`src/rtl/tt_um_8bit_alu.sv`:
```
// Registered 8-bit ALU for TinyTapeout: operands loaded serially into A/B,
// EXEC writes result R and Z/C/V/N flags one clock later.
module tt_um_8bit_alu (
    input  logic [7:0] ui_in,
    output logic [7:0] uo_out,
    input  logic [7:0] uio_in,
    output logic [7:0] uio_out,
    output logic [7:0] uio_oe,
    input  logic       ena,
    input  logic       clk,
    input  logic       rst_n
);

    localparam int unsigned DW = 8;

    typedef enum logic [1:0] {
        CMD_NOP   = 2'b00,
        CMD_LOADA = 2'b01,
        CMD_LOADB = 2'b10,
        CMD_EXEC  = 2'b11
    } cmd_e;

    localparam logic [3:0] OP_ADD = 4'h0;
    localparam logic [3:0] OP_SUB = 4'h1;
    localparam logic [3:0] OP_ADC = 4'h2;
    localparam logic [3:0] OP_SBB = 4'h3;
    localparam logic [3:0] OP_AND = 4'h4;
    localparam logic [3:0] OP_OR  = 4'h5;
    localparam logic [3:0] OP_XOR = 4'h6;
    localparam logic [3:0] OP_NOT = 4'h7;
    localparam logic [3:0] OP_SHL = 4'h8;
    localparam logic [3:0] OP_SHR = 4'h9;
    localparam logic [3:0] OP_SAR = 4'hA;
    localparam logic [3:0] OP_ROL = 4'hB;
    localparam logic [3:0] OP_ROR = 4'hC;
    localparam logic [3:0] OP_INC = 4'hD;
    localparam logic [3:0] OP_DEC = 4'hE;
    localparam logic [3:0] OP_CMP = 4'hF;

    logic [DW-1:0] a_q, a_d, b_q, b_d, r_q, r_d;
    logic          z_q, z_d, c_q, c_d, v_q, v_d, n_q, n_d;

    cmd_e          cmd;
    logic [3:0]    op;
    logic          cin;
    logic [DW:0]   add_ext, sub_ext;
    logic          v_add, v_sub;
    logic [DW-1:0] res;
    logic          c_new, v_new, write_r;
    logic          unused_ok;

    assign cmd       = cmd_e'(uio_in[5:4]);
    assign op        = uio_in[3:0];
    assign unused_ok = &{1'b0, uio_in[7:6]};

    // Shared adder/subtractor; carry-in only for ADC/SBB, taken from the held C flag
    always_comb begin
        cin     = ((op == OP_ADC) || (op == OP_SBB)) ? c_q : 1'b0;
        add_ext = {1'b0, a_q} + {1'b0, b_q} + {{DW{1'b0}}, cin};
        sub_ext = {1'b0, a_q} - {1'b0, b_q} - {{DW{1'b0}}, cin};
        v_add   = (a_q[DW-1] == b_q[DW-1]) && (add_ext[DW-1] != a_q[DW-1]);
        v_sub   = (a_q[DW-1] != b_q[DW-1]) && (sub_ext[DW-1] != a_q[DW-1]);
    end

    always_comb begin
        res     = '0;
        c_new   = 1'b0;
        v_new   = 1'b0;
        write_r = 1'b1;
        case (op)
            OP_ADD, OP_ADC: begin
                res   = add_ext[DW-1:0];
                c_new = add_ext[DW];
                v_new = v_add;
            end
            OP_SUB, OP_SBB: begin
                res   = sub_ext[DW-1:0];
                c_new = sub_ext[DW];
                v_new = v_sub;
            end
            OP_AND: res = a_q & b_q;
            OP_OR:  res = a_q | b_q;
            OP_XOR: res = a_q ^ b_q;
            OP_NOT: res = ~a_q;
            OP_SHL: begin
                res   = {a_q[DW-2:0], 1'b0};
                c_new = a_q[DW-1];
            end
            OP_SHR: begin
                res   = {1'b0, a_q[DW-1:1]};
                c_new = a_q[0];
            end
            OP_SAR: begin
                res   = {a_q[DW-1], a_q[DW-1:1]};
                c_new = a_q[0];
            end
            OP_ROL: begin
                res   = {a_q[DW-2:0], a_q[DW-1]};
                c_new = a_q[DW-1];
            end
            OP_ROR: begin
                res   = {a_q[0], a_q[DW-1:1]};
                c_new = a_q[0];
            end
            OP_INC: begin
                res   = a_q + DW'(1);
                c_new = (a_q == 8'hFF);
                v_new = (a_q == 8'h7F);
            end
            OP_DEC: begin
                res   = a_q - DW'(1);
                c_new = (a_q == 8'h00);
                v_new = (a_q == 8'h80);
            end
            default: begin
                // CMP: subtract for flags only, R keeps its value
                res     = sub_ext[DW-1:0];
                c_new   = sub_ext[DW];
                v_new   = v_sub;
                write_r = 1'b0;
            end
        endcase
    end

    always_comb begin
        a_d = a_q;
        b_d = b_q;
        r_d = r_q;
        z_d = z_q;
        c_d = c_q;
        v_d = v_q;
        n_d = n_q;
        if (ena) begin
            case (cmd)
                CMD_LOADA: a_d = ui_in;
                CMD_LOADB: b_d = ui_in;
                CMD_EXEC: begin
                    if (write_r) begin
                        r_d = res;
                    end
                    z_d = (res == '0);
                    c_d = c_new;
                    v_d = v_new;
                    n_d = res[DW-1];
                end
                default: ;
            endcase
        end
    end

    always_ff @(posedge clk or negedge rst_n) begin
        if (!rst_n) begin
            a_q <= '0;
            b_q <= '0;
            r_q <= '0;
            z_q <= 1'b0;
            c_q <= 1'b0;
            v_q <= 1'b0;
            n_q <= 1'b0;
        end else begin
            a_q <= a_d;
            b_q <= b_d;
            r_q <= r_d;
            z_q <= z_d;
            c_q <= c_d;
            v_q <= v_d;
            n_q <= n_d;
        end
    end

    assign uo_out  = r_q;
    assign uio_out = {z_q, c_q, v_q, n_q, 4'b0000};
    assign uio_oe  = 8'hF0;

endmodule

```
`config.mk`:
```
export PLATFORM = sky130hd
export DESIGN_NAME = tt_um_8bit_alu
export DESIGN_NICKNAME = d
export VERILOG_FILES = /design/src/rtl/tt_um_8bit_alu.sv
export SDC_FILE = /design/constraint.sdc
export NUM_CORES = 1
export LEC_CHECK = 0
export CAP_MARGIN = 15
export CORE_MARGIN = 5
export CORE_UTILIZATION = 55
export DETAILED_ROUTE_END_ITERATION = 8
export GPL_TIMING_DRIVEN = 0
export PLACE_DENSITY = 0.89
export SYNTH_ARGS = -nofsm -noshare
export SYNTH_HDL_FRONTEND = slang
export SYNTH_SLANG_ARGS = --single-unit
```
`constraint.sdc`:
```
create_clock -name clk -period 8.85 [get_ports clk]
set_input_delay 2.655 -clock clk [delete_from_list [all_inputs] [get_ports clk]]
set_output_delay 2.655 -clock clk [all_outputs]
set_load 0.05 [all_outputs]
```
; Word level (Yosys, flattened, before mapping)
; Index checks and enable logic that the tools add are counted.
; W data, S select, Z words.
[totals]
output_inout_bits = 24
reg_bits = 28
word_cells = 62
[op_classes]
n_reduce_logical = 16
addsub = 6
n_mux = 5
n_eq_ne = 24
n_bitwise = 4
[ops]
columns = cell, n
row1 = $pmux W8 S12, 1
row2 = $eq A4 B4 Y1 const B, 7
row3 = $eq A4 B3 Y1 const B, 4
row4 = $eq A8 B8 Y1 const B, 2
row5 = $logic_not A8 Y1, 2
row6 = $reduce_or A15 Y1, 1
row7 = $add A8 B8 Y9, 1
row8 = $add A9 B1 Y9, 1
row9 = $reduce_or A9 Y1, 1
row10 = $sub A8 B8 Y9, 1
row11 = $sub A9 B1 Y9, 1
row12 = $add A8 B1 Y8 const B, 1
row13 = $and A8 B8 Y8, 1
row14 = $eq A4 B2 Y1 const B, 2
row15 = $eq A8 B7 Y1 const B, 1
row16 = $not A8 Y8, 1
row17 = $or A8 B8 Y8, 1
row18 = $sub A8 B1 Y8 const B, 1
row19 = $xor A8 B8 Y8, 1
row20 = $pmux W1 S6, 1
row21 = $reduce_and A2 Y1, 3
row22 = $eq A2 B2 Y1 const B, 2
row23 = $eq A4 B1 Y1 const B, 1
row24 = $logic_not A4 Y1, 1
row25 = 11 further kinds, 16

; Logic depth before layout (Yosys ltp)
[depth]
word_depth = 7
depth_mapped = 16
depth_no_buf = 13

; Worst setup path after synthesis
; OpenSTA, ideal clock, no wires.
[synth_path]
path_type = input to register
from = input port uio_in[2]
to = register v_q
t_arrival_ns = 5.172
setup_time_ns = 0.132
path_slack_ns = 3.545
path_buffers = 3
required_time_ns = 8.718
path_stages = 16
path_cell_list = buf_6 buf_6 buf_6 inv_1 nand3_1 inv_1 fa_1 inv_1 ha_1 o21ai_0 a21oi_1 or2_2 o211ai_1 xnor2_1 a311oi_1 a21oi_1
[synth_via]
elab_chain_len = 7
word_cells_on_any_way = 25
[synth_lines]
columns = element, line
row1 = from (decl), 6  ; input logic [7:0] uio_in,
row2 = $eq A4 B2 Y1 (on tied branches), "58, 70"
row3 = $logic_or A1 B1 Y1, 58  ; cin = ((op == OP_ADC) || (op == OP_SBB)) ? c_q : 1'b0;
row4 = $mux W1, 58
row5 = $sub A9 B1 Y9 or $add A9 B1 Y9 (tied branches), "60, 59"
row6 = $ne A1 B1 Y1 (on tied branches), "62, 61"
row7 = $logic_and A1 B1 Y1 (on tied branches), "62, 61"
row8 = $pmux W1 S4 (*), 70  ; case (op)
row9 = to (signal assigned), 166  ; v_q <= v_d;
row10 = to (decl), 41  ; logic z_q, z_d, c_q, c_d, v_q, v_d, n_q, n_d;
; Mark *: on every way between the ends. The rest lies on a longest branch, timed or not.
; A chain may end at the register's enable or synchronous reset.

; Worst setup path in the final report
[layout_path]
from = input port uio_in[1]
to = register v_q
; The elaborated chain is that of the path after synthesis.

==> results.py <==
metrics = {
    "timing": {
        "setup_viol": 0,
        "rsz0062_at_grt": "no",
        "hold_viol": 0,
        "clock-skew-final_ns": 0.00444,
        "layout_worst_path_cycle_share_pct": 70.8,
        "fmaxAchievable_mhz": 160,
        "setup_total_negative_slack_ns": 0,
        "report.final.slew_viol_count": 0,
        "worst_pin_slew_ns": 1.01,
        "layout_setup_ws_ns": 2.58,
        "timing.slew.headroom_pct": 31.9,
        "minimum_clock_period_after_layout_ns": 6.27,
    },
    "floorplan": {
        "floorplan.initialDensity_pct": 56.4,
        "die_w_um": 90.5,
        "core-area_um2": 6310,
        "placement_rows": 29,
        "design.portCount": 43,
        "floorplan.die_area_um2": 8190,
        "die_h_um": 90.5,
    },
    "final_layout": {
        "layout.cells.most_common": "ha_1",
        "post_layout_nonfiller_instances": 536,
        "layout-area-overhead-vs-synth_pct": 12.5,
        "final_layout_size_suffix_gt1_share_pct": 17.9,
        "antenna_cells_inserted": 0,
        "nets": 514,
        "most-common-layout-cells": "ha_1 (31), dfrtp_1 (28), inv_1 (27), nor2_1 (27)",
    },
    "synthesis": {
        "edff_count_synth": 0,
        "proportion_of_synthesized_area_in_mux_cells_pct": 8.32,
        "synth_xor_xnor_area_share_pct": 4.14,
        "synth-simple-area-share_pct": 21.8,
        "synth_top_family_by_area": "simple AND/OR/NAND/NOR gates",
        "synth.yosys.warnings": 0,
        "synth.yosys.seq_area_share_pct": 19.7,
        "postSynth.topFlopCell": "dfrtp_1",
        "synth_seq_cells": 28,
        "synth_async_sr_flop_share_pct": 100,
        "post_synth_num_cell_types": 72,
        "post_synth_inst_count": 419,
        "postSynthAreaPerCell_um2": 8.50,
        "synthAdderAreaFrac_pct": 13.1,
        "synth-compound-area-share_pct": 20.8,
        "post_synth_instance_area_um2": 3560,
    },
    "power": {
        "vdd_drop_max_mv": 0.181,
        "power.density_nw_per_um2": 210,
        "p_leak_nw": 1.72,
    },
    "worst_setup_path": {
        "critical_path.cell_chain": "clkdlybuf4s50_1 -> buf_4 -> nor2b_1 -> nand3_1 -> inv_1 -> fa_1 -> ha_1 -> o21ai_0 -> a21oi_1 -> or2_2 -> o211ai_1 -> xnor2_1 -> a311oi_1 -> a21oi_1",
        "critical_path_required_ns": 9.00,
        "critPathKind": "in -> reg",
        "crit_fanout": 10,
        "crit_top_cell": "a21oi_1",
        "startpoint_type": "primary input",
        "timing.critical_path.slowest_stage_cell": "clkdlybuf4s50_1",
        "timing.critical_path.slowest_cell_delay_ns": 0.60,
        "endpoint_kind_of_the_worst_setup_timing_path": "flip-flop",
        "cp.arrival_ns": 6.42,
    },
    "placed_design": {
        "pre_cts_slack_ns": 2.45,
        "place_inst": 532,
        "post-dp-hpwl_um": 8510,
        "routabilityCongestion": 0.963,
        "io_buffers": 26,
    },
    "outcome": {
        "run_status": "completed",
    },
    "cts": {
        "clkSlewWorstSetupHoldPaths_ns": 0.10,
        "buffer_type_at_the_clock_tree_root": "clkbuf_8",
        "tritoncts": "done",
        "numClockSinks": 28,
        "ctsLongestPathBuffers": 2,
        "postCtsSetupRepairBufs": 0,
        "ctsHtreeMaxLevel": 1,
        "post_cts_resize_count": 0,
        "cts-hold-fix-buffers": 0,
        "insertion_delay_ns": 0.28,
        "tritoncts.num_buffers": 3,
    },
    "global_routing": {
        "grt_antenna_before_repair": 0,
        "grtUsageTotal_pct": 26.1,
        "grt_first_pass_wirelength_um": 17700,
        "grt_pass1_vias": 3442,
        "grt_max_degree": 29,
        "grt_remaining_overflow": 0,
    },
    "detailed_routing": {
        "avgViaCountPerCell": 6.44,
        "total_detailed_routing_wirelength_um": 10900,
        "post-route-drc-count": 0,
        "detail_route.iter0.violations": 357,
        "postRouteAntennaNets": 0,
        "num_vias": 3454,
        "drt_pre_antenna_iters": 5,
        "route.detailed.wl_per_inst_um": 20.4,
    },
    "job": {
        "max_cap_viol_count": 0,
    },
    "min_path": {
        "min_path_type": "reg -> reg",
    },
}
[cell usage after synthesis, types with 8 or more instances]
cell type | n | area [um^2]
a21oi_1 | 19 | 95.1
ha_1 | 31 | 388
nand2b_1 | 9 | 56.3
mux2_2 | 21 | 236
inv_1 | 27 | 101
xnor2_1 | 11 | 96.3
a31oi_1 | 9 | 56.3
nor3_1 | 8 | 40.0
o21ai_0 | 20 | 100
nand3_1 | 16 | 80.1
buf_6 | 11 | 124
dfrtp_1 | 28 | 701
buf_4 | 20 | 150
nor2_1 | 27 | 101
nand2_1 | 25 | 93.8
[cell families (layout without fill, tap and decap cells)]
group / Yosys count / after routing
and+or+nand+nor: 138 / 138
AOI/OAI and AO/OA: 104 / 104
other: 2 / 12
muxes: 27 / 27
buffers and inverters: 69 / 99
adders and majority gates: 35 / 35
DFF: 28 / 28
xor gates and xnor gates: 16 / 16
[where the power goes]
part            total, W  switching (W)  internal [W]
Clock          0.0000818      0.0000418     0.0000399
Sequential      0.000192      0.0000331      0.000159
Combinational   0.000569       0.000341      0.000228
[final cells by class]
cell class                      count  area (um^2)
Fill cell                         535         2310
Inverter                           28          105
Buffer                             41          320
Timing Repair Buffer               26          255
Tap cell                           77         96.3
Sequential cell                    28          701
Multi-Input combinational cell    332         2470
Clock buffer                        4         55.1
[flip-flops by register name (all words and copies together) (netlist names)]
name and flops:
a_q 8, b_q 8, c_q 1, n_q 1, uo_out 8, v_q 1, z_q 1
[routing by layer]
metal	up-vias	track usage [%]	part of all wire, %
met2	227	41.7	46
met5	-	0	0
met3	47	4.33	8.4
li1	1569	-	-
met1	1611	34.4	42
met4	0	11.5	3.9
[worst paths after layout]
check / start / endpoint / slack [ns] / cells past startpoint
setup / recovery: uio_in[1] / v_q$_DFFE_PN0P_ / 2.58 / 14
hold / removal: uo_out[3]$_DFFE_PN0P_ / uo_out[3]$_DFFE_PN0P_ / 0.49 / 1
setup reg to reg: a_q[7]$_DFFE_PN0P_ / v_q$_DFFE_PN0P_ / 5.19 / 10
hold reg to reg: uo_out[3]$_DFFE_PN0P_ / uo_out[3]$_DFFE_PN0P_ / 0.49 / 1
max in group asynchronous: rst_n / b_q[7]$_DFFE_PN0P_ / 6.05 / 1
min in group asynchronous: rst_n / uo_out[3]$_DFFE_PN0P_ / 2.38 / 1
[critical path: cells and delay by family]
family | cells | cell delay, ns
fa+ha+maj | 2 | 0.67
xor+xnor | 1 | 0.10
simple gates | 3 | 0.77
buf+inv | 3 | 0.95
compound gates | 5 | 1.26
[per-stage QoR]
step | hold slack, ns | area (um^2) | total power [W] | util, %
final | 0.495 | 4010 | 0.000843 | 63.5
after global routing | 0.538 | 4010 | 0.000901 | 63.5
after CTS | 0.496 | 4010 | 0.000833 | 63.5
after detailed placement | 0.468 | 3960 | 0.000750 | 62.7
after global placement | 0.468 | 3960 | 0.000733 | 62.7
after floorplan | 0.458 | 3600 | 0.000599 | -
(Power assumes the default switching activity.)
==> RTL change, RTL diff (same flow settings) <==
`a_q`, `b_q` and `r_q` no longer have a reset.
--- a/src/rtl/tt_um_8bit_alu.sv
+++ b/src/rtl/tt_um_8bit_alu.sv
@@ -150,22 +150,22 @@
 
     always_ff @(posedge clk or negedge rst_n) begin
         if (!rst_n) begin
-            a_q <= '0;
-            b_q <= '0;
-            r_q <= '0;
             z_q <= 1'b0;
             c_q <= 1'b0;
             v_q <= 1'b0;
             n_q <= 1'b0;
         end else begin
-            a_q <= a_d;
-            b_q <= b_d;
-            r_q <= r_d;
             z_q <= z_d;
             c_q <= c_d;
             v_q <= v_d;
             n_q <= n_d;
         end
+    end
+
+    always_ff @(posedge clk) begin
+        a_q <= a_d;
+        b_q <= b_d;
+        r_q <= r_d;
     end
 
     assign uo_out  = r_q;
Check against the original RTL: not equivalent (a bounded check fails within 4 cycles, from zero or initial values and one cycle with rst_n low).
==> RTL change against the original RTL <==
Synthesized cell count decreased by 3.6%. First-iteration DRC count increased by 37%. Fmax decreased by 1.3%. Non-clock buffer count increased by 4. Design area decreased by 3.4%. Die area decreased by 4.4%. Sequential cell count unchanged. Setup slack got worse by 0.085 ns. Clock skew decreased by 0.0014 ns. Area after synthesis decreased by 4.9%. Wire length decreased by 0.43%. Critical path type unchanged. Highest routed layer unchanged.
Power is not compared: it rests on default switching activity, and its combinational part moved more than twofold at a synthesized area within 25%.
==> RTL change: results (changes against the original RTL) <==
| Metric | Value |
|---|---|
| Routed length per instance | 20.9 um (was 20.4 um) |
| Initial DRC count | 489 (was 357) |
| Gpl congestion | 1.03 (was 0.963) |
| PortBufs | 28 (was 26) |
| Internal power | 288 uW |
| Number of antenna violations at the first check in global routing | 0 (unchanged) |
| Clock transition at the registers of the reported paths | approximately 0.11 ns |
| Post-CTS resize count | 0 (unchanged) |
| Placed Area | 0.00380 mm2 (was 0.00396 mm2) |
| Relative slew slack | 47.9% (was 31.9%) |
| Vias in the first global route | 3175 (was 3442) |
| DRC Markers | 0 (unchanged) |
| 1st-pass router iterations | 6 (was 5) |
| VDD IR max | between 70 and 80 uV |
| Vias per cell | 6.56 (was 6.44) |
| Static Leak | 0.00156 uW |
| Worst clock skew | 0.00301 ns (was 0.00444 ns) |
| Routed WL | 10900 um (about the same) |
| Post-synthesis async set-or-reset flop share | 14.3% (was 100%) |
| CP max stage delay | 0.58 ns (was 0.60 ns) |
| Final #Nets | 501 (was 514) |
| Maxcap violations | 0 (unchanged) |
| Outcome | completed (unchanged) |
| Placed insts | 517 (was 532) |
| Number of buffers created by CTS | 3 (unchanged) |
| Top cells by count, synth | nor2_1 (32), ha_1 (31), nand2_1 (29) (was ha_1 (31), dfrtp_1 (28), inv_1 (27), nor2_1 (27), nand2_1 (25)) |
| Top Family by Delay on Critical Path | buffers and inverters (was compound AO/OA/AOI/OAI gates) |
| Seq/Total Area, Yosys | 24.2% (was 19.7%) |
| First-pass GRT wire length | 16700 um (was 17700 um) |
| # diodes | 0 (unchanged) |
| Root Buffer | clkbuf_8 (unchanged) |
| Number of synthesized flops with an enable pin | 24 (was 0) |
| Post-Syn Instances | 404 (was 419) |
| Maximum clock insertion buffer count | 2 (unchanged) |
| Register bit count reported by yosys | 28 (unchanged) |
| Crit-path max FO | 10 (unchanged) |
| Clock latency on the worst-skew pair | 0.28 ns (about the same) |
| Top post-synthesis cells by area | edfxtp_1 (21%), ha_1 (11%), buf_4 (4.2%) (was dfrtp_1 (20%), ha_1 (11%), mux2_2 (6.6%)) |
| Post-DP HPWL | 8540 um (was 8510 um) |
| GRT Overall Usage | 28.5% (was 26.1%) |
| CTS H-tree lvls | 1 (unchanged) |
| Layout cells sized above 1 | 11.2% (was 17.9%) |
| Distinct cells, synth | 77 (was 72) |
| Worst Hold Class | reg2reg (unchanged) |
| Syn. warnings | 0 (unchanged) |
| Critical path arrival | 6.52 ns (was 6.42 ns) |
| Most used DFF post-synth | edfxtp_1 (was dfrtp_1) |
| Largest net degree at the start of global routing | 17 (was 29) |
| Cell with the largest stage delay on the worst path | o311ai_1 (was clkdlybuf4s50_1) |
| Post-CTS Setup Inserts | 0 (unchanged) |
-- RTL change: power groups by stage --
stage / clock network, uW / registers (uW) / logic [uW]
global route: 114 / 160 / 214
finish: 106 / 159 / 201
floorplan: 0 / 165 / 137
CTS: 106 / 159 / 195
global placement: 0 / 161 / 194
detailed placement: 0 / 162 / 194
-- RTL change: worst paths after layout --
check | startpoint | slack (ns) | cells after the start | to
setup / recovery | uio_in[1] | 2.50 | 15 | v_q
hold / removal | n_q | 0.49 | 2 | n_q
setup reg to reg | a_q[3] | 5.20 | 11 | v_q
hold reg to reg | n_q | 0.49 | 2 | n_q
max in group asynchronous | rst_n | 6.10 | 1 | v_q
min in group asynchronous | rst_n | 2.57 | 1 | c_q
-- RTL change: final cells by class --
cell class                 count  area, um2
multi-input combinational    312       2220
fill                         532       2090
sequential                    28        821
timing repair buffer          28        280
buffer                        43        263
inverter                      31        119
tap                           75       93.8
clock buffer                   3       41.3
clock inverter                 1       30.0
-- RTL change: cells by family after synthesis --
group	Yosys count	synth area share, %
XOR/XNOR	18	5.10
multiplexers	4	1.22
adder cells (fa/ha/maj)	35	13.8
AND/OR/NAND/NOR	127	19.2
AO/OA/AOI/OAI	116	24.9
other	2	0.222
buffers and inverters	74	11.3
flip-flops	28	24.2
-- RTL change: through the flow --
stage          hold WS [ns]  utilization, %  setup WS (ns)  power (uW)
2_1_floorplan         0.450               -           3.70         302
3_3_place_gp          0.468            63.8           2.32         355
3_5_place_dp          0.471            63.8           2.34         356
4_1_cts               0.496            65.0           2.66         460
5_1_grt               0.544            65.0           2.41         488
6_report              0.492            65.0           2.50         466
-- RTL change: worst min-delay path: stages, from the launching register on --
cell,delay [ns]
dfrtp_1,0.36
nand2_1,0.05
o31ai_1,0.05
-- RTL change: routing by layer --
layer  routed length [um]  up-vias  GRT usage (%)
met5                    0        -              0
met4                  388        0           8.24
met3                 1200       43           5.12
met2                 4980      256           47.6
met1                 4320     1582           37.8
li1                     -     1537              -
